`src/rtl/pong_match_ctrl_pkg.sv`:
```
// Shared types and constants for the pong match sequencer and the playfield.
package pong_match_ctrl_pkg;

  typedef enum logic [2:0] {
    ST_IDLE     = 3'd0,
    ST_SERVE    = 3'd1,
    ST_PLAY     = 3'd2,
    ST_POINT    = 3'd3,
    ST_PAUSE    = 3'd4,
    ST_GAMEOVER = 3'd5
  } state_t;

  // Ball recentre position used by the engine on a serve pulse.
  localparam logic [9:0] BALL_X0 = 10'd320;
  localparam logic [9:0] BALL_Y0 = 10'd240;

  // Geometry shared with the playfield renderer.
  localparam int STICKSIZE = 64;
  localparam int BALLSIZE  = 8;

  // Score value that blanks the digit on the playfield.
  localparam logic [3:0] SCORE_HIDDEN = 4'hF;

  // Steps per frame grow with difficulty: 1 + level/2, so 1..8.
  function automatic logic [3:0] burst_len(input logic [3:0] lvl);
    return 4'd1 + {1'b0, lvl[3:1]};
  endfunction

endpackage

```
`src/rtl/pong_match_ctrl_if.sv`:
```
// Player/engine inputs and renderer/engine outputs of the match sequencer.
interface pong_match_ctrl_if;
  logic       frame_tick;
  logic       start_req;
  logic       pause_btn;
  logic       point_p1;
  logic       point_p2;
  logic       stick_hit;
  logic [3:0] scorep1;
  logic [3:0] scorep2;
  logic [3:0] difflevel;
  logic       serve;
  logic       serve_dir;
  logic       ball_step;
  logic       ball_visible;
  logic       paused;

  modport master (
    output frame_tick, start_req, pause_btn, point_p1, point_p2, stick_hit,
    input  scorep1, scorep2, difflevel, serve, serve_dir, ball_step,
           ball_visible, paused
  );

  modport slave (
    input  frame_tick, start_req, pause_btn, point_p1, point_p2, stick_hit,
    output scorep1, scorep2, difflevel, serve, serve_dir, ball_step,
           ball_visible, paused
  );
endinterface

```
`src/rtl/pong_match_ctrl_step_burst_gen.sv`:
```
// Emits a run of back-to-back ball_step pulses; abort kills the run at once.
module pong_match_ctrl_step_burst_gen (
  input  logic       clk,
  input  logic       rst,
  input  logic       start,
  input  logic       abort,
  input  logic [3:0] len,
  output logic       ball_step
);

  logic [3:0] remain_q, remain_d;
  logic       step_q, step_d;

  // Load on start, count down one step per cycle; abort has priority.
  always_comb begin
    remain_d = remain_q;
    step_d   = 1'b0;
    if (abort) begin
      remain_d = 4'd0;
    end else if (start) begin
      remain_d = len - 4'd1;
      step_d   = 1'b1;
    end else if (remain_q != 4'd0) begin
      remain_d = remain_q - 4'd1;
      step_d   = 1'b1;
    end
  end

  // Step counter and registered step pulse.
  always_ff @(posedge clk or posedge rst) begin
    if (rst) begin
      remain_q <= 4'd0;
      step_q   <= 1'b0;
    end else begin
      remain_q <= remain_d;
      step_q   <= step_d;
    end
  end

  assign ball_step = step_q;

endmodule

```
`src/rtl/pong_match_ctrl.sv`:
```
// Match sequencer: match state, scores, serve timing, difficulty and step bursts.
module pong_match_ctrl
  import pong_match_ctrl_pkg::*;
#(
  parameter int WIN_SCORE    = 9,
  parameter int SERVE_FRAMES = 60,
  parameter int POINT_FRAMES = 30,
  parameter int MAX_LEVEL    = 15
) (
  input  logic               clk,
  input  logic               rst,
  pong_match_ctrl_if.slave   bus
);

  function automatic logic [3:0] sat_inc(input logic [3:0] v, input logic [3:0] lim);
    return (v >= lim) ? lim : v + 4'd1;
  endfunction

  state_t     state_q, state_d;
  state_t     origin_q, origin_d;
  logic [7:0] frame_cnt_q, frame_cnt_d;
  logic [3:0] scorep1_q, scorep1_d;
  logic [3:0] scorep2_q, scorep2_d;
  logic [3:0] difflevel_q, difflevel_d;
  logic       serve_q, serve_d;
  logic       serve_dir_q, serve_dir_d;
  logic       ball_visible_q, ball_visible_d;
  logic       paused_q, paused_d;
  logic       pause_btn_q;

  logic pause_edge, any_point, serve_done, point_done, win_reached, start_game;
  logic burst_start, burst_abort;

  assign pause_edge  = bus.pause_btn & ~pause_btn_q;
  assign any_point   = bus.point_p1 | bus.point_p2;
  assign serve_done  = bus.frame_tick && (frame_cnt_q == 8'(SERVE_FRAMES - 1));
  assign point_done  = bus.frame_tick && (frame_cnt_q == 8'(POINT_FRAMES - 1));
  assign win_reached = (scorep1_q == 4'(WIN_SCORE)) || (scorep2_q == 4'(WIN_SCORE));
  assign start_game  = ((state_q == ST_IDLE) || (state_q == ST_GAMEOVER)) && (state_d == ST_SERVE);

  // State register plus all match registers.
  always_ff @(posedge clk or posedge rst) begin
    if (rst) begin
      state_q        <= ST_IDLE;
      origin_q       <= ST_SERVE;
      frame_cnt_q    <= 8'd0;
      scorep1_q      <= SCORE_HIDDEN;
      scorep2_q      <= SCORE_HIDDEN;
      difflevel_q    <= 4'd1;
      serve_q        <= 1'b0;
      serve_dir_q    <= 1'b1;
      ball_visible_q <= 1'b0;
      paused_q       <= 1'b0;
      pause_btn_q    <= 1'b0;
    end else begin
      state_q        <= state_d;
      origin_q       <= origin_d;
      frame_cnt_q    <= frame_cnt_d;
      scorep1_q      <= scorep1_d;
      scorep2_q      <= scorep2_d;
      difflevel_q    <= difflevel_d;
      serve_q        <= serve_d;
      serve_dir_q    <= serve_dir_d;
      ball_visible_q <= ball_visible_d;
      paused_q       <= paused_d;
      pause_btn_q    <= bus.pause_btn;
    end
  end

  // Next-state: a point beats a pause edge in PLAY; pause remembers where it came from.
  always_comb begin
    state_d  = state_q;
    origin_d = origin_q;
    case (state_q)
      ST_IDLE, ST_GAMEOVER: if (bus.frame_tick && bus.start_req) state_d = ST_SERVE;
      ST_SERVE: begin
        if (pause_edge) begin
          origin_d = ST_SERVE;
          state_d  = ST_PAUSE;
        end else if (serve_done) begin
          state_d = ST_PLAY;
        end
      end
      ST_PLAY: begin
        if (any_point) begin
          state_d = ST_POINT;
        end else if (pause_edge) begin
          origin_d = ST_PLAY;
          state_d  = ST_PAUSE;
        end
      end
      ST_POINT: if (point_done) state_d = win_reached ? ST_GAMEOVER : ST_SERVE;
      ST_PAUSE: if (pause_edge) state_d = origin_q;
      default:  state_d = ST_IDLE;
    endcase
  end

  // Counters, scores and difficulty; frame count survives a trip through PAUSE.
  always_comb begin
    frame_cnt_d = frame_cnt_q;
    scorep1_d   = scorep1_q;
    scorep2_d   = scorep2_q;
    difflevel_d = difflevel_q;
    serve_dir_d = serve_dir_q;
    if (state_d != state_q) begin
      if ((state_q != ST_PAUSE) && (state_d != ST_PAUSE)) frame_cnt_d = 8'd0;
    end else if (bus.frame_tick && ((state_q == ST_SERVE) || (state_q == ST_POINT))) begin
      frame_cnt_d = frame_cnt_q + 8'd1;
    end
    if (start_game) begin
      scorep1_d   = 4'd0;
      scorep2_d   = 4'd0;
      difflevel_d = 4'd1;
      serve_dir_d = 1'b1;
    end else if (state_q == ST_PLAY) begin
      if (bus.point_p1) begin
        scorep1_d   = sat_inc(scorep1_q, 4'(WIN_SCORE));
        serve_dir_d = 1'b1;
        difflevel_d = 4'd1;
      end else if (bus.point_p2) begin
        scorep2_d   = sat_inc(scorep2_q, 4'(WIN_SCORE));
        serve_dir_d = 1'b0;
        difflevel_d = 4'd1;
      end else if (bus.stick_hit) begin
        difflevel_d = sat_inc(difflevel_q, 4'(MAX_LEVEL));
      end
    end
  end

  // Output decode from the state being entered, so outputs line up with the state.
  always_comb begin
    serve_d        = (state_d == ST_SERVE) && (state_q != ST_SERVE) && (state_q != ST_PAUSE);
    ball_visible_d = (state_d != ST_IDLE) && (state_d != ST_GAMEOVER);
    paused_d       = (state_d == ST_PAUSE);
    burst_start    = (state_q == ST_PLAY) && bus.frame_tick;
    burst_abort    = (state_q == ST_PLAY) && (any_point || pause_edge);
  end

  pong_match_ctrl_step_burst_gen u_burst (
    .clk       (clk),
    .rst       (rst),
    .start     (burst_start),
    .abort     (burst_abort),
    .len       (burst_len(difflevel_q)),
    .ball_step (bus.ball_step)
  );

  assign bus.scorep1      = scorep1_q;
  assign bus.scorep2      = scorep2_q;
  assign bus.difflevel    = difflevel_q;
  assign bus.serve        = serve_q;
  assign bus.serve_dir    = serve_dir_q;
  assign bus.ball_visible = ball_visible_q;
  assign bus.paused       = paused_q;

endmodule
```
`src/flat_wrapper.sv`:
```
// flat-port wrapper written by rule: the top's interface ports become plain ports
module pong_match_ctrl_flat import pong_match_ctrl_pkg::*;
#(
  parameter int WIN_SCORE    = 9,
  parameter int SERVE_FRAMES = 60,
  parameter int POINT_FRAMES = 30,
  parameter int MAX_LEVEL    = 15
)
  (clk, rst, bus_frame_tick, bus_start_req, bus_pause_btn, bus_point_p1, bus_point_p2, bus_stick_hit, bus_scorep1, bus_scorep2, bus_difflevel, bus_serve, bus_serve_dir, bus_ball_step, bus_ball_visible, bus_paused);
  pong_match_ctrl_if bus_i ();
  input  logic clk;
  input  logic rst;
  input wire logic [$bits(bus_i.frame_tick)-1:0] bus_frame_tick;
  input wire logic [$bits(bus_i.start_req)-1:0] bus_start_req;
  input wire logic [$bits(bus_i.pause_btn)-1:0] bus_pause_btn;
  input wire logic [$bits(bus_i.point_p1)-1:0] bus_point_p1;
  input wire logic [$bits(bus_i.point_p2)-1:0] bus_point_p2;
  input wire logic [$bits(bus_i.stick_hit)-1:0] bus_stick_hit;
  output wire logic [$bits(bus_i.scorep1)-1:0] bus_scorep1;
  output wire logic [$bits(bus_i.scorep2)-1:0] bus_scorep2;
  output wire logic [$bits(bus_i.difflevel)-1:0] bus_difflevel;
  output wire logic [$bits(bus_i.serve)-1:0] bus_serve;
  output wire logic [$bits(bus_i.serve_dir)-1:0] bus_serve_dir;
  output wire logic [$bits(bus_i.ball_step)-1:0] bus_ball_step;
  output wire logic [$bits(bus_i.ball_visible)-1:0] bus_ball_visible;
  output wire logic [$bits(bus_i.paused)-1:0] bus_paused;
  assign bus_i.frame_tick = bus_frame_tick;
  assign bus_i.start_req = bus_start_req;
  assign bus_i.pause_btn = bus_pause_btn;
  assign bus_i.point_p1 = bus_point_p1;
  assign bus_i.point_p2 = bus_point_p2;
  assign bus_i.stick_hit = bus_stick_hit;
  assign bus_scorep1 = bus_i.scorep1;
  assign bus_scorep2 = bus_i.scorep2;
  assign bus_difflevel = bus_i.difflevel;
  assign bus_serve = bus_i.serve;
  assign bus_serve_dir = bus_i.serve_dir;
  assign bus_ball_step = bus_i.ball_step;
  assign bus_ball_visible = bus_i.ball_visible;
  assign bus_paused = bus_i.paused;
  pong_match_ctrl #(.WIN_SCORE(WIN_SCORE), .SERVE_FRAMES(SERVE_FRAMES), .POINT_FRAMES(POINT_FRAMES), .MAX_LEVEL(MAX_LEVEL)) u_core (.clk(clk), .rst(rst), .bus(bus_i));
endmodule
```
`config.mk`:
```
export PLATFORM = sky130hd
export DESIGN_NAME = pong_match_ctrl_flat
export DESIGN_NICKNAME = d
export VERILOG_FILES = /design/src/rtl/pong_match_ctrl_pkg.sv /design/src/rtl/pong_match_ctrl_if.sv /design/src/rtl/pong_match_ctrl_step_burst_gen.sv /design/src/rtl/pong_match_ctrl.sv /design/src/flat_wrapper.sv
export SDC_FILE = /design/constraint.sdc
export NUM_CORES = 1
export LEC_CHECK = 0
export ABC_CLOCK_PERIOD_IN_PS = 5800
export BUFFER_PORTS_ARGS = -buffer_cell sky130_fd_sc_hd__buf_2
export CAP_MARGIN = 20
export CORE_UTILIZATION = 60
export CTS_CLUSTER_DIAMETER = 120
export DETAILED_ROUTE_END_ITERATION = 8
export MAX_ROUTING_LAYER = met4
export PLACE_DENSITY_LB_ADDON = 0.05
export SYNTH_ARGS = -nofsm -noshare
export SYNTH_HDL_FRONTEND = slang
export SYNTH_SLANG_ARGS = --single-unit
```
`constraint.sdc`:
```
create_clock -name clk -period 5.8 [get_ports clk]
set_input_delay 0.29 -clock clk [delete_from_list [all_inputs] [get_ports clk]]
set_output_delay 0.29 -clock clk [all_outputs]
set_load 0.01 [all_outputs]
```
==> summary.md, run 1 <==
| Metric | Value |
|---|---|
| Mapped Area | `2210 um^2` |
| Critical path origin | `u_core.state_q[0]$_DFF_PP0_` |
| Clock Skew | `0.00697 ns` |
| Antenna cells | `0` |
| Pin count of the biggest net entering global routing | `36` |
| Design Power | `956 uW` |
| Register area | `890 um^2` |
| Worst vdd ir | `0.000196 V` |
| DR pass1 iterations | `6` |
| Synth Area in Simple Gates | `23.9%` |
| Slowest Stage Delay on Critical Path | `0.86 ns` |
| Hold Crit Class | `in -> async` |
| Min setup slack post-route | `2.76 ns` |
| Total Routing Usage GR | `26.7%` |
| Multi-input gate area | `1230 um^2` |
| Die X | `62.7 um` |
| Layout cell share with drive strength beyond 1 | `22.6%` |
| CTS Sinks | `35` |
| Clk pin slew, worst setup/hold paths | `0.07 ns` |
| Max Root-Sink Buffers | `2` |
| Clk root buf | `clkbuf_8` |
| Pwr/cell area | `391 nW/um^2` |
| Mapped Avg Cell Area | `9.22 um^2` |
| CP cell instances | `nand2b_1, or3b_1, o221a_1, mux2i_1, or2_2, o221ai_2` |
| Compound-Gate Fraction of Synth Area | `22.5%` |
| Worst-Margin Slew | `1.08 ns` |
| Post-synth top flop | `dfrtp_1` |
| H-tree lvl count | `2` |
| Filler cell count | `278` |
| Pre-CTS setup slack | `2.86 ns` |
| Nets | `283` |
| Synth Net Count | `259` |
| CP endpoint | `u_core.frame_cnt_q[7]$_DFFE_PP0P_` |
| Die Y-Extent | `62.7 um` |
| Pins over their slew limit | `0` |
| Core Rows | `21` |
| Total number of vias | `1886` |
| Vias per cell | `6.06` |
| FF-to-FF Start | `u_core.state_q[0]$_DFF_PP0_` |
| Final Hold Viols | `0` |
| Core footprint | `3440 um^2` |
| Starting density of the core | `64.3%` |
| Critical path class | `reg -> reg` |
| Yosys reg bits | `35` |
| Cts repair resizes | `0` |
| ANT nets after route | `0` |
| Syn-to-layout area delta | `10.4%` |
| Post-DP Area | `2360 um^2` |
| Post-synthesis sequential area ratio | `40.2%` |
| Most frequent cells in the layout | `buf_2, dfrtp_1, nand2_1` |
| CP required | `5.96 ns` |
| Outcome | `finished, final reports clean` |
| Worst r2r path cells | `6` |
| WL final | `4.61 mm` |
| Global route total overflow | `0` |
| Mux contribution to synthesized area | `0.905%` |
| CTS tree | `done` |
| Residual DRC | `0` |
| Final min period | `3.04 ns` |
| Post-Layout Inst Area | `2440 um^2` |
| Post-synth ARST share | `100%` |
| Slowest-stage cell, CP | `mux2i_1` |
| Full die area | `3930 um^2` |
| Postcts setup bufs | `0` |
| DR iter-0 viols | `175` |
| Synth Area in XOR/XNOR | `1.98%` |
| CTS buffer count | `5` |
| Worst endpoint data arrival time | `3.20 ns` |
| RSZ-0062 raised after global routing | `false` |
| Post-DP HPWL | `3.23 mm` |
| Final setup violation count | `0` |
| R2r endpoint | `u_core.frame_cnt_q[7]$_DFFE_PP0P_` |
| Cts hold-fix bufs | `0` |
| R2r setup slk | `2.76 ns` |
| Post-synth cell types | `61` |
| Clk Latency, worst-skew pair | `0.28 ns` |
| WL/cell | `14.8 um` |
| Pleak | `1.02 nW` |
| Synth Area in Adders | `6.22%` |
| First-pass GRT wire length | `8.00 mm` |
| Final core utilization | `70.9%` |
| Max Clk Rate | `328 MHz` |
| CP max FO | `20` |
| # IOs | `25` |
| Vias in the first global route | `1676` |
| # Max-Cap Violations | `0` |
| Crit share post-route | `52.5%` |
| GPL Wtd Cong | `0.875` |
| Critical Path Start Type | `register` |
| Number of synthesized flops with an enable pin | `0` |
| Buffers on Ports | `24` |
| Post-Syn Instances | `240` |
| Setup TNS | `0 ns` |
| Main combinational cell family by area after synthesis | `simple AND/OR/NAND/NOR gates` |
| Initial antenna violation count | `0` |
| Crit end category | `register` |
| Slew headroom | `26.2%` |
| YS warnings | `0` |
## kinds of logic after synthesis
| logic type | after synthesis |
|---|---|
| flops | 35 |
| compound gates | 71 |
| xor+xnor | 5 |
| buf+inv | 21 |
| simple gates | 95 |
| fa+ha+maj | 11 |
| mux | 2 |
## per-stage QoR
stage / hold slack, ns / instances
after floorplan: 0.321 / 240
after global placement: 0.410 / 302
after detailed placement: 0.412 / 303
after CTS: 0.109 / 311
after global routing: 0.133 / 311
final: 0.0925 / 311
## worst min path at each step
stage                     slack [ns]          start                                 to  cells after the start
final                           0.09            rst  u_core.frame_cnt_q[3]$_DFFE_PP0P_                      3
after global routing            0.13            rst  u_core.frame_cnt_q[7]$_DFFE_PP0P_                      3
after global placement          0.41            rst  u_core.frame_cnt_q[3]$_DFFE_PP0P_                      3
after CTS                       0.11            rst  u_core.frame_cnt_q[0]$_DFFE_PP0P_                      3
after detailed placement        0.41            rst  u_core.frame_cnt_q[0]$_DFFE_PP0P_                      3
after floorplan                 0.32  bus_pause_btn       u_core.pause_btn_q$_DFF_PP0_                      0
## area by class of cell
| cell class | instances | area share, % |
|---|---|---|
| multi-input combinational | 184 | 50.5 |
| sequential | 35 | 36.4 |
| timing repair buffer | 26 | 5.54 |
| clock buffer | 7 | 3.13 |
| tap | 46 | 2.36 |
| inverter | 12 | 1.85 |
| clock inverter | 1 | 0.205 |
## flip-flops by register name, indices dropped and copies added (netlist names), 2 cells and up
name                     count
u_core.u_burst.remain_q      4
u_core.bus.scorep2           4
u_core.bus.scorep1           4
u_core.origin_q              2
u_core.state_q               3
u_core.bus.difflevel         4
u_core.frame_cnt_q           8
## layer usage
layer | share of wire (%) | track usage [%] | wire length, um | vias up
met5 | 0 | - | 0 | -
met4 | 2.1 | 11.9 | 98 | 0
met3 | 5.0 | 4.01 | 229 | 8
met2 | 44 | 37.5 | 2020 | 63
met1 | 49 | 38.0 | 2260 | 880
li1 | - | - | - | 935
## power breakdown
group | leakage (nW) | internal [mW] | switching (mW)
Combinational | 0.552 | 0.162 | 0.243
Sequential | 0.426 | 0.309 | 0.0740
Clock | 0.0422 | 0.0842 | 0.0831
## Yosys cell counts (all sizes together), types with 6 or more instances
| cell | count | area share [%] |
|---|---|---|
| inv | 12 | 2.0 |
| dfstp | 11 | 13 |
| or2 | 7 | 2.0 |
| nor2 | 22 | 3.7 |
| dfrtp | 24 | 27 |
| a21oi | 11 | 2.5 |
| a211oi | 6 | 2.0 |
| ha | 11 | 6.2 |
| nand2 | 23 | 3.9 |
| o21ai | 18 | 4.1 |
## worst max-delay path, delay by kind of cell (launching register included)
kind / cells / cell delay (ns)
AO/OA/AOI/OAI: 2 / 0.48
AND/OR/NAND/NOR: 3 / 0.88
flip-flops: 1 / 0.71
multiplexers: 1 / 0.86
(Power assumes the default switching activity.)
==> run 2, diff against run 1 <==
--- a/config.mk
+++ b/config.mk
@@ -5,10 +5,11 @@
 export SDC_FILE = /design/constraint.sdc
 export NUM_CORES = 1
 export LEC_CHECK = 0
-export ABC_CLOCK_PERIOD_IN_PS = 5800
+export ABC_AREA = 1
+export ABC_CLOCK_PERIOD_IN_PS = 3000
 export BUFFER_PORTS_ARGS = -buffer_cell sky130_fd_sc_hd__buf_2
 export CAP_MARGIN = 20
-export CORE_UTILIZATION = 60
+export CORE_UTILIZATION = 59
 export CTS_CLUSTER_DIAMETER = 120
 export DETAILED_ROUTE_END_ITERATION = 8
 export MAX_ROUTING_LAYER = met4
==> constraint.sdc (replaced) <==
create_clock -name clk -period 3 [get_ports clk]
set_input_delay 0.15 -clock clk [delete_from_list [all_inputs] [get_ports clk]]
set_output_delay 0.15 -clock clk [all_outputs]
set_load 0.01 [all_outputs]
==> run 2 against run 1 <==
  * Critical path depth rose by 3
  * Core utilization down 0.61 points
  * Cell count up 21%
  * Register-to-register slack got worse by 1.7 ns
  * Die area rose by 9.4%
  * Clock skew rose by 0.0012 ns
  * Fmax up 54%
  * Sequential power grew 56%
  * Power grew 74%
  * Routed wire length up 4.0%
  * Largest cell class unchanged
  * Combinational power up 69%
==> summary.md, run 2 <==
| Metric | Value |
|---|---|
| Die X | `65.6 um` |
| FF-to-FF Start | `u_core.state_q[0]$_DFF_PP0_` |
| Cell with the most instances after synthesis | `nand2_1` |
| CTS buffer count | `5` |
| Post-synth cell types | `36` |
| Slowest Stage Delay on Critical Path | `0.58 ns` |
| Outcome | `finished, final reports clean` |
| Critical path class | `reg -> reg` |
| Post-Layout Inst Area | `2650 um^2` |
| Synth Area in XOR/XNOR | `2.20%` |
| Buffers on Ports | `24` |
| Area share of the largest cell type after synthesis | `25.2%` |
| Max Root-Sink Buffers | `2` |
| Slowest-stage cell, CP | `dfrtp_1` |
| Mapped Avg Cell Area | `8.04 um^2` |
| Max reg flops | `8` |
| H-tree lvl count | `2` |
| Cts repair resizes | `0` |
| Setup TNS | `0 ns` |
| YS warnings | `0` |
| Most common cell after layout, fill and taps aside | `nand2_1` |
| WL/cell | `12.8 um` |
| # IOs | `25` |
| Final min period | `1.98 ns` |
| DR pass1 iterations | `4` |
| Compound-Gate Fraction of Synth Area | `9.01%` |
| Synth Area in Adders | `5.77%` |
| Vias in the first global route | `1885` |
| Clk root buf | `clkbuf_8` |
| Most common cell on crit path | `nand3_1` |
| Slew headroom | `70.3%` |
| GPL Wtd Cong | `0.906` |
| Clk Latency, worst-skew pair | `0.29 ns` |
| First-pass GRT wire length | `8.47 mm` |
| Core Rows | `22` |
| Largest Register | `u_core.frame_cnt_q` |
| Mapped Area | `2390 um^2` |
| CTS Sinks | `35` |
| Post-synth ARST share | `100%` |
| Core footprint | `3770 um^2` |
| Vias per cell | `5.51` |
| Post-synth top area cell | `dfrtp_1` |
| Worst vdd ir | `0.000351 V` |
| R2r setup slk | `1.02 ns` |
| Main combinational cell family by area after synthesis | `simple AND/OR/NAND/NOR gates` |
| Final setup violation count | `0` |
| CP max FO | `11` |
| DR iter-0 viols | `104` |
| Total Routing Usage GR | `26.8%` |
| R2r endpoint | `u_core.frame_cnt_q[1]$_DFFE_PP0P_` |
| Final Hold Viols | `0` |
| CP required | `3.17 ns` |
| Die Y-Extent | `65.6 um` |
| Hold Path Origin | `bus_pause_btn` |
| Full die area | `4300 um^2` |
| Critical Path Start Type | `register` |
| Mux contribution to synthesized area | `0%` |
| Clk pin slew, worst setup/hold paths | `0.07 ns` |
| Post-DP HPWL | `3.61 mm` |
| Clock Skew | `0.00816 ns` |
| CTS tree | `done` |
| Residual DRC | `0` |
| # Max-Cap Violations | `0` |
| Number of synthesized flops with an enable pin | `0` |
| Final core utilization | `70.3%` |
| Most frequent cells in the layout | `nand2_1, inv_1, nand3_1` |
| Total number of vias | `2071` |
| Max Clk Rate | `505 MHz` |
| Worst r2r path cells | `9` |
| Hold Crit Class | `in -> reg` |
| Worst endpoint data arrival time | `2.16 ns` |
| Antenna cells | `0` |
| Post-Syn Instances | `297` |
| Synth Net Count | `316` |
| Pins over their slew limit | `0` |
| ANT nets after route | `0` |
| Syn-to-layout area delta | `11.1%` |
| Yosys reg bits | `35` |
| Crit share post-route | `66.0%` |
| Initial antenna violation count | `0` |
| Multi-input gate area | `1300 um^2` |
| Crit end category | `register` |
| Post-synth top flop | `dfrtp_1` |
| Pleak | `1.37 nW` |
| Post-synthesis sequential area ratio | `37.3%` |
| Filler cell count | `328` |
| WL final | `4.79 mm` |
| Pin count of the biggest net entering global routing | `36` |
| Post-DP Area | `2540 um^2` |
| Pwr/cell area | `628 nW/um^2` |
| CP cell instances | `inv_4, nand2_2, o21ai_1, nand3_4, nand3_1, nand2_4, nand4_2, nand3_1, nand2_1` |
| Nets | `346` |
| Synth Area in Simple Gates | `37.5%` |
| Register area | `890 um^2` |
| Hold path endpoint | `u_core.pause_btn_q$_DFF_PP0_` |
| Layout cell share with drive strength beyond 1 | `24.4%` |
| Post-synth top cells | `nand2_1, inv_1, nand3_1, dfrtp_1, nor2_1` |
| Hold Path Stages | `1` |
| Worst-Margin Slew | `0.445 ns` |
| Starting density of the core | `63.3%` |
| Global route total overflow | `0` |
| RSZ-0062 raised after global routing | `false` |
| Top cells by area, synth | `dfrtp_1, dfstp_2, nand2_1` |
==> run 2: cell count changes in the layout (fill, tap and decap cells not counted), sizes merged, moves of 5 or more <==
cell / before / now
o21ai: 18 / 12
inv: 12 / 43
nand3: 4 / 32
a21oi: 11 / 6
o2111ai: 1 / 7
nor2: 22 / 33
or2: 7 / 2
nand2: 23 / 71
nand4: 2 / 14
a22oi: 5 / 0
==> run 2: cell families after synthesis <==
family          count (synthesis)
compound gates                 34
xor+xnor                        6
flops                          35
buf+inv                        46
fa+ha+maj                      11
simple gates                  165
==> run 2: report_power, final <==
group          internal, mW  total [mW]  leakage [nW]  switching, mW
clock network         0.210       0.380        0.0515          0.170
logic                 0.221       0.686         0.874          0.465
registers             0.536       0.599         0.440         0.0621
total                 0.967        1.66          1.37          0.697
==> run 2: repair_timing <==
| action | CTS | global route |
|---|---|---|
| hold endpoints to repair | 24 | 0 |
| setup buffers | 0 | 0 |
| hold buffers | 1 | 0 |
==> run 2: how the worst max path moves through the flow <==
stage / end / start / slack (ns)
after floorplan: u_core.frame_cnt_q[0]$_DFFE_PP0P_ / u_core.bus.scorep2[1]$_DFFE_PP1P_ / 1.25
after global placement: u_core.frame_cnt_q[1]$_DFFE_PP0P_ / u_core.bus.scorep1[0]$_DFFE_PP1P_ / 1.08
after detailed placement: u_core.frame_cnt_q[1]$_DFFE_PP0P_ / u_core.bus.scorep1[0]$_DFFE_PP1P_ / 1.06
after CTS: u_core.frame_cnt_q[1]$_DFFE_PP0P_ / u_core.bus.scorep1[0]$_DFFE_PP1P_ / 1.04
after global routing: u_core.frame_cnt_q[2]$_DFFE_PP0P_ / u_core.frame_cnt_q[1]$_DFFE_PP0P_ / 0.77
final: u_core.frame_cnt_q[1]$_DFFE_PP0P_ / u_core.state_q[0]$_DFF_PP0_ / 1.02
==> run 2: routing by layer <==
metal	global-route usage (%)	wire (um)	vias to the layer above
met5	-	0	-
met4	11.1	102	0
met3	6.60	212	12
met2	41.0	2190	39
met1	33.9	2290	962
li1	-	-	1058
==> run 2: worst max-delay path, delay by kind of cell, from the launching register on <==
kind	cells	cell delay (ns)
AO/OA/AOI/OAI	1	0.15
buffers and inverters	1	0.11
flip-flops	1	0.58
AND/OR/NAND/NOR	7	1.02
==> run 2: cell type report <==
type                            count  share of cell area [%]
Multi-Input combinational cell    216                    49.0
Sequential cell                    35                    33.6
Inverter                           43                    6.18
Tap cell                           48                    2.27
Clock buffer                        8                    3.78
Timing Repair Buffer               26                    5.19
==> run 2: through the flow <==
step	hold slack, ns	power (mW)	std cells	worst slack [ns]
final	0.00864	1.66	376	1.02
after global routing	0.00231	1.79	376	0.766
after CTS	0.00511	1.67	376	1.04
after detailed placement	0.274	1.29	367	1.06
after global placement	0.269	1.28	367	1.08
after floorplan	0.181	1.19	297	1.25
==> run 3, diff against run 2 <==
--- a/config.mk
+++ b/config.mk
@@ -5,11 +5,11 @@
 export SDC_FILE = /design/constraint.sdc
 export NUM_CORES = 1
 export LEC_CHECK = 0
-export ABC_AREA = 1
-export ABC_CLOCK_PERIOD_IN_PS = 3000
+export ABC_AREA = 0
+export ABC_CLOCK_PERIOD_IN_PS = 1800
 export BUFFER_PORTS_ARGS = -buffer_cell sky130_fd_sc_hd__buf_2
 export CAP_MARGIN = 20
-export CORE_UTILIZATION = 59
+export CORE_UTILIZATION = 53
 export CTS_CLUSTER_DIAMETER = 120
 export DETAILED_ROUTE_END_ITERATION = 8
 export MAX_ROUTING_LAYER = met4
==> constraint.sdc (replaced) <==
create_clock -name clk -period 1.8 [get_ports clk]
set_input_delay 0.09 -clock clk [delete_from_list [all_inputs] [get_ports clk]]
set_output_delay 0.09 -clock clk [all_outputs]
set_load 0.01 [all_outputs]
==> run 3 against run 2 <==
  * The flow now finishes with violations (setup timing)
  * First-iteration DRC count increased by 34%
  * Core utilization increased by 11 points
  * Via count increased by 10%
  * Worst hold slack improved by 0.16 ns
  * Combinational power increased to 3.7 times the previous value
  * Cell area increased by 23%
  * Clock-buffer cell count decreased by 1
  * Register-to-register slack got worse by 1.7 ns
  * Non-clock buffer count increased by 77
  * Sequential share of layout area decreased by 6.2 points
  * Cell count increased by 4.3%
  * Flip-flop and latch count unchanged
==> summary.md, run 3 (same netlist as run 1, synthesis figures left out) <==
| Metric | Value |
|---|---|
| Nets | `360` |
| Min setup slack post-route | `-0.659 ns` |
| WL/cell | `16.8 um` |
| DR iter-0 viols | `139` |
| Antenna cells | `0` |
| Pleak | `1.44 nW` |
| Crit path max-delay family | `compound AO/OA/AOI/OAI gates` |
| Final core utilization | `81.4%` |
| Pwr/cell area | `1300 nW/um^2` |
| Pin count of the biggest net entering global routing | `36` |
| Buffers on Ports | `24` |
| Global route total overflow | `0` |
| Post-DP HPWL | `3.96 mm` |
| Max reg flops | `8` |
| Die X | `66.6 um` |
| Post-Layout Inst Area | `3260 um^2` |
| Pins over their slew limit | `0` |
| Vias per cell | `5.83` |
| Final Hold Viols | `0` |
| Largest Register | `u_core.frame_cnt_q` |
| Full die area | `4440 um^2` |
| H-tree lvl count | `2` |
| Most frequent cells in the layout | `buf_4, buf_2, dfrtp_1` |
| First-pass GRT wire length | `9.54 mm` |
| Setup TNS | `-9.04 ns` |
| Pre-CTS setup slack | `-0.452 ns` |
| Die Y-Extent | `66.6 um` |
| Post-DP Area | `2860 um^2` |
| Slew headroom | `69.5%` |
| CTS Sinks | `35` |
| Critical Path Start Type | `register` |
| Critical path class | `reg -> reg` |
| Worst Hold Margin | `0.170 ns` |
| RSZ-0062 raised after global routing | `true` |
| Worst path buffer plus inverter count | `0` |
| Filler cell count | `252` |
| R2r setup slk | `-0.66 ns` |
| Max Root-Sink Buffers | `2` |
| Worst-Margin Slew | `0.458 ns` |
| Hold Crit Class | `in -> reg` |
| Syn-to-layout area delta | `47.2%` |
| Clock Skew | `0.00894 ns` |
| DR pass1 iterations | `4` |
| Core Rows | `23` |
| Clk pin slew, worst setup/hold paths | `0.08 ns` |
| Failing checks | `setup timing` |
| # IOs | `25` |
| CTS tree | `done` |
| Max Clk Rate | `407 MHz` |
| Crit share post-route | `137%` |
| Layout cell share with drive strength beyond 1 | `47.4%` |
| CP required | `2.00 ns` |
| Residual DRC | `0` |
| Starting density of the core | `55.3%` |
| Vias in the first global route | `2121` |
| Final min period | `2.46 ns` |
| CP cell instances | `nand4bb_4, or2_1, o221a_4, or3_1, a221o_2, o21ai_1` |
| Clk Latency, worst-skew pair | `0.29 ns` |
| Slowest Stage Delay on Critical Path | `0.45 ns` |
| Clk root buf | `clkbuf_8` |
| Crit end category | `register` |
| Total number of vias | `2286` |
| Initial antenna violation count | `0` |
| ANT nets after route | `0` |
| WL final | `6.57 mm` |
| Total Routing Usage GR | `29.4%` |
| CP max FO | `8` |
| CTS buffer count | `5` |
| Most common cell after layout, fill and taps aside | `buf_4` |
| Worst vdd ir | `0.000634 V` |
| Worst endpoint data arrival time | `2.66 ns` |
| # Max-Cap Violations | `0` |
| Final setup violation count | `23` |
| Slowest-stage cell, CP | `a221o_2` |
| Outcome | `complete, but fails checks` |
| GPL Wtd Cong | `0.850` |
| Core footprint | `4000 um^2` |
run 3: cell count changes in the layout (fill, tap and decap cells not counted), moves of 5 or more:
cell	before	now
inv_1	39	11
a21oi_1	6	11
buf_4	1	71
nand2_2	9	1
o2111ai_1	7	0
nand3_1	28	4
o21ai_0	11	6
nand4_1	11	2
nand2_1	58	21
o21ai_1	1	10
run 3: path summary, 6_finish.rpt:
kind                                                         from                                     end  cells past startpoint
setup / recovery                u_core.frame_cnt_q[6]$_DFFE_PP0P_       u_core.frame_cnt_q[6]$_DFFE_PP0P_                      6
hold / removal                                      bus_stick_hit     u_core.bus.difflevel[2]$_DFFE_PP0P_                      4
setup reg to reg                u_core.frame_cnt_q[6]$_DFFE_PP0P_       u_core.frame_cnt_q[6]$_DFFE_PP0P_                      6
hold reg to reg            u_core.u_burst.remain_q[3]$_DFFE_PP0P_  u_core.u_burst.remain_q[3]$_DFFE_PP0P_                      2
max in group asynchronous                                     rst          u_core.origin_q[0]$_DFFE_PP1P_                      4
min in group asynchronous                                     rst       u_core.frame_cnt_q[0]$_DFFE_PP0P_                      4
run 3: metrics by stage:
stage | power (mW) | instances
4_1_cts | 3.91 | 386
3_5_place_dp | 3.21 | 368
2_1_floorplan | 2.27 | 240
5_1_grt | 4.48 | 392
6_report | 4.25 | 392
3_3_place_gp | 3.17 | 368
run 3: power by group:
part,internal (mW),leakage [nW],switching [mW]
Combinational,1.26,0.976,1.30
Sequential,0.997,0.424,0.131
Clock,0.272,0.0422,0.286
run 3: worst reg2reg max path: cells and delay by family, from the launching register on:
kind            cells  cell delay [ns]
simple gates        3             0.94
flops               1             0.43
compound gates      3             0.99
run 3: timing repair:
item                       4_1_cts  5_1_grt
pin swaps                       11       11
buffers inserted                 8        7
hold buffers                     2        0
resized for setup               13       26
hold endpoints to repair        25        0
setup endpoints to repair       22       27
run 3: cell type report:
type	count	area, um^2	share of cell area (%)
Timing Repair Buffer	103	758	23.3
Clock inverter	1	5.00	0.154
Tap cell	50	62.6	1.92
Multi-Input combinational cell	184	1420	43.6
Clock buffer	7	76.3	2.34
Sequential cell	35	891	27.4
Inverter	12	45.0	1.38
run 3: per-layer routing:
layer	part of all wire [%]	routed length (um)	up-vias	track usage (%)
met1	44	2860	1107	37.4
met4	1.8	121	0	12.8
met3	4.1	268	10	4.45
met5	0	0	-	-
met2	51	3320	79	46.3
li1	-	-	1090	-
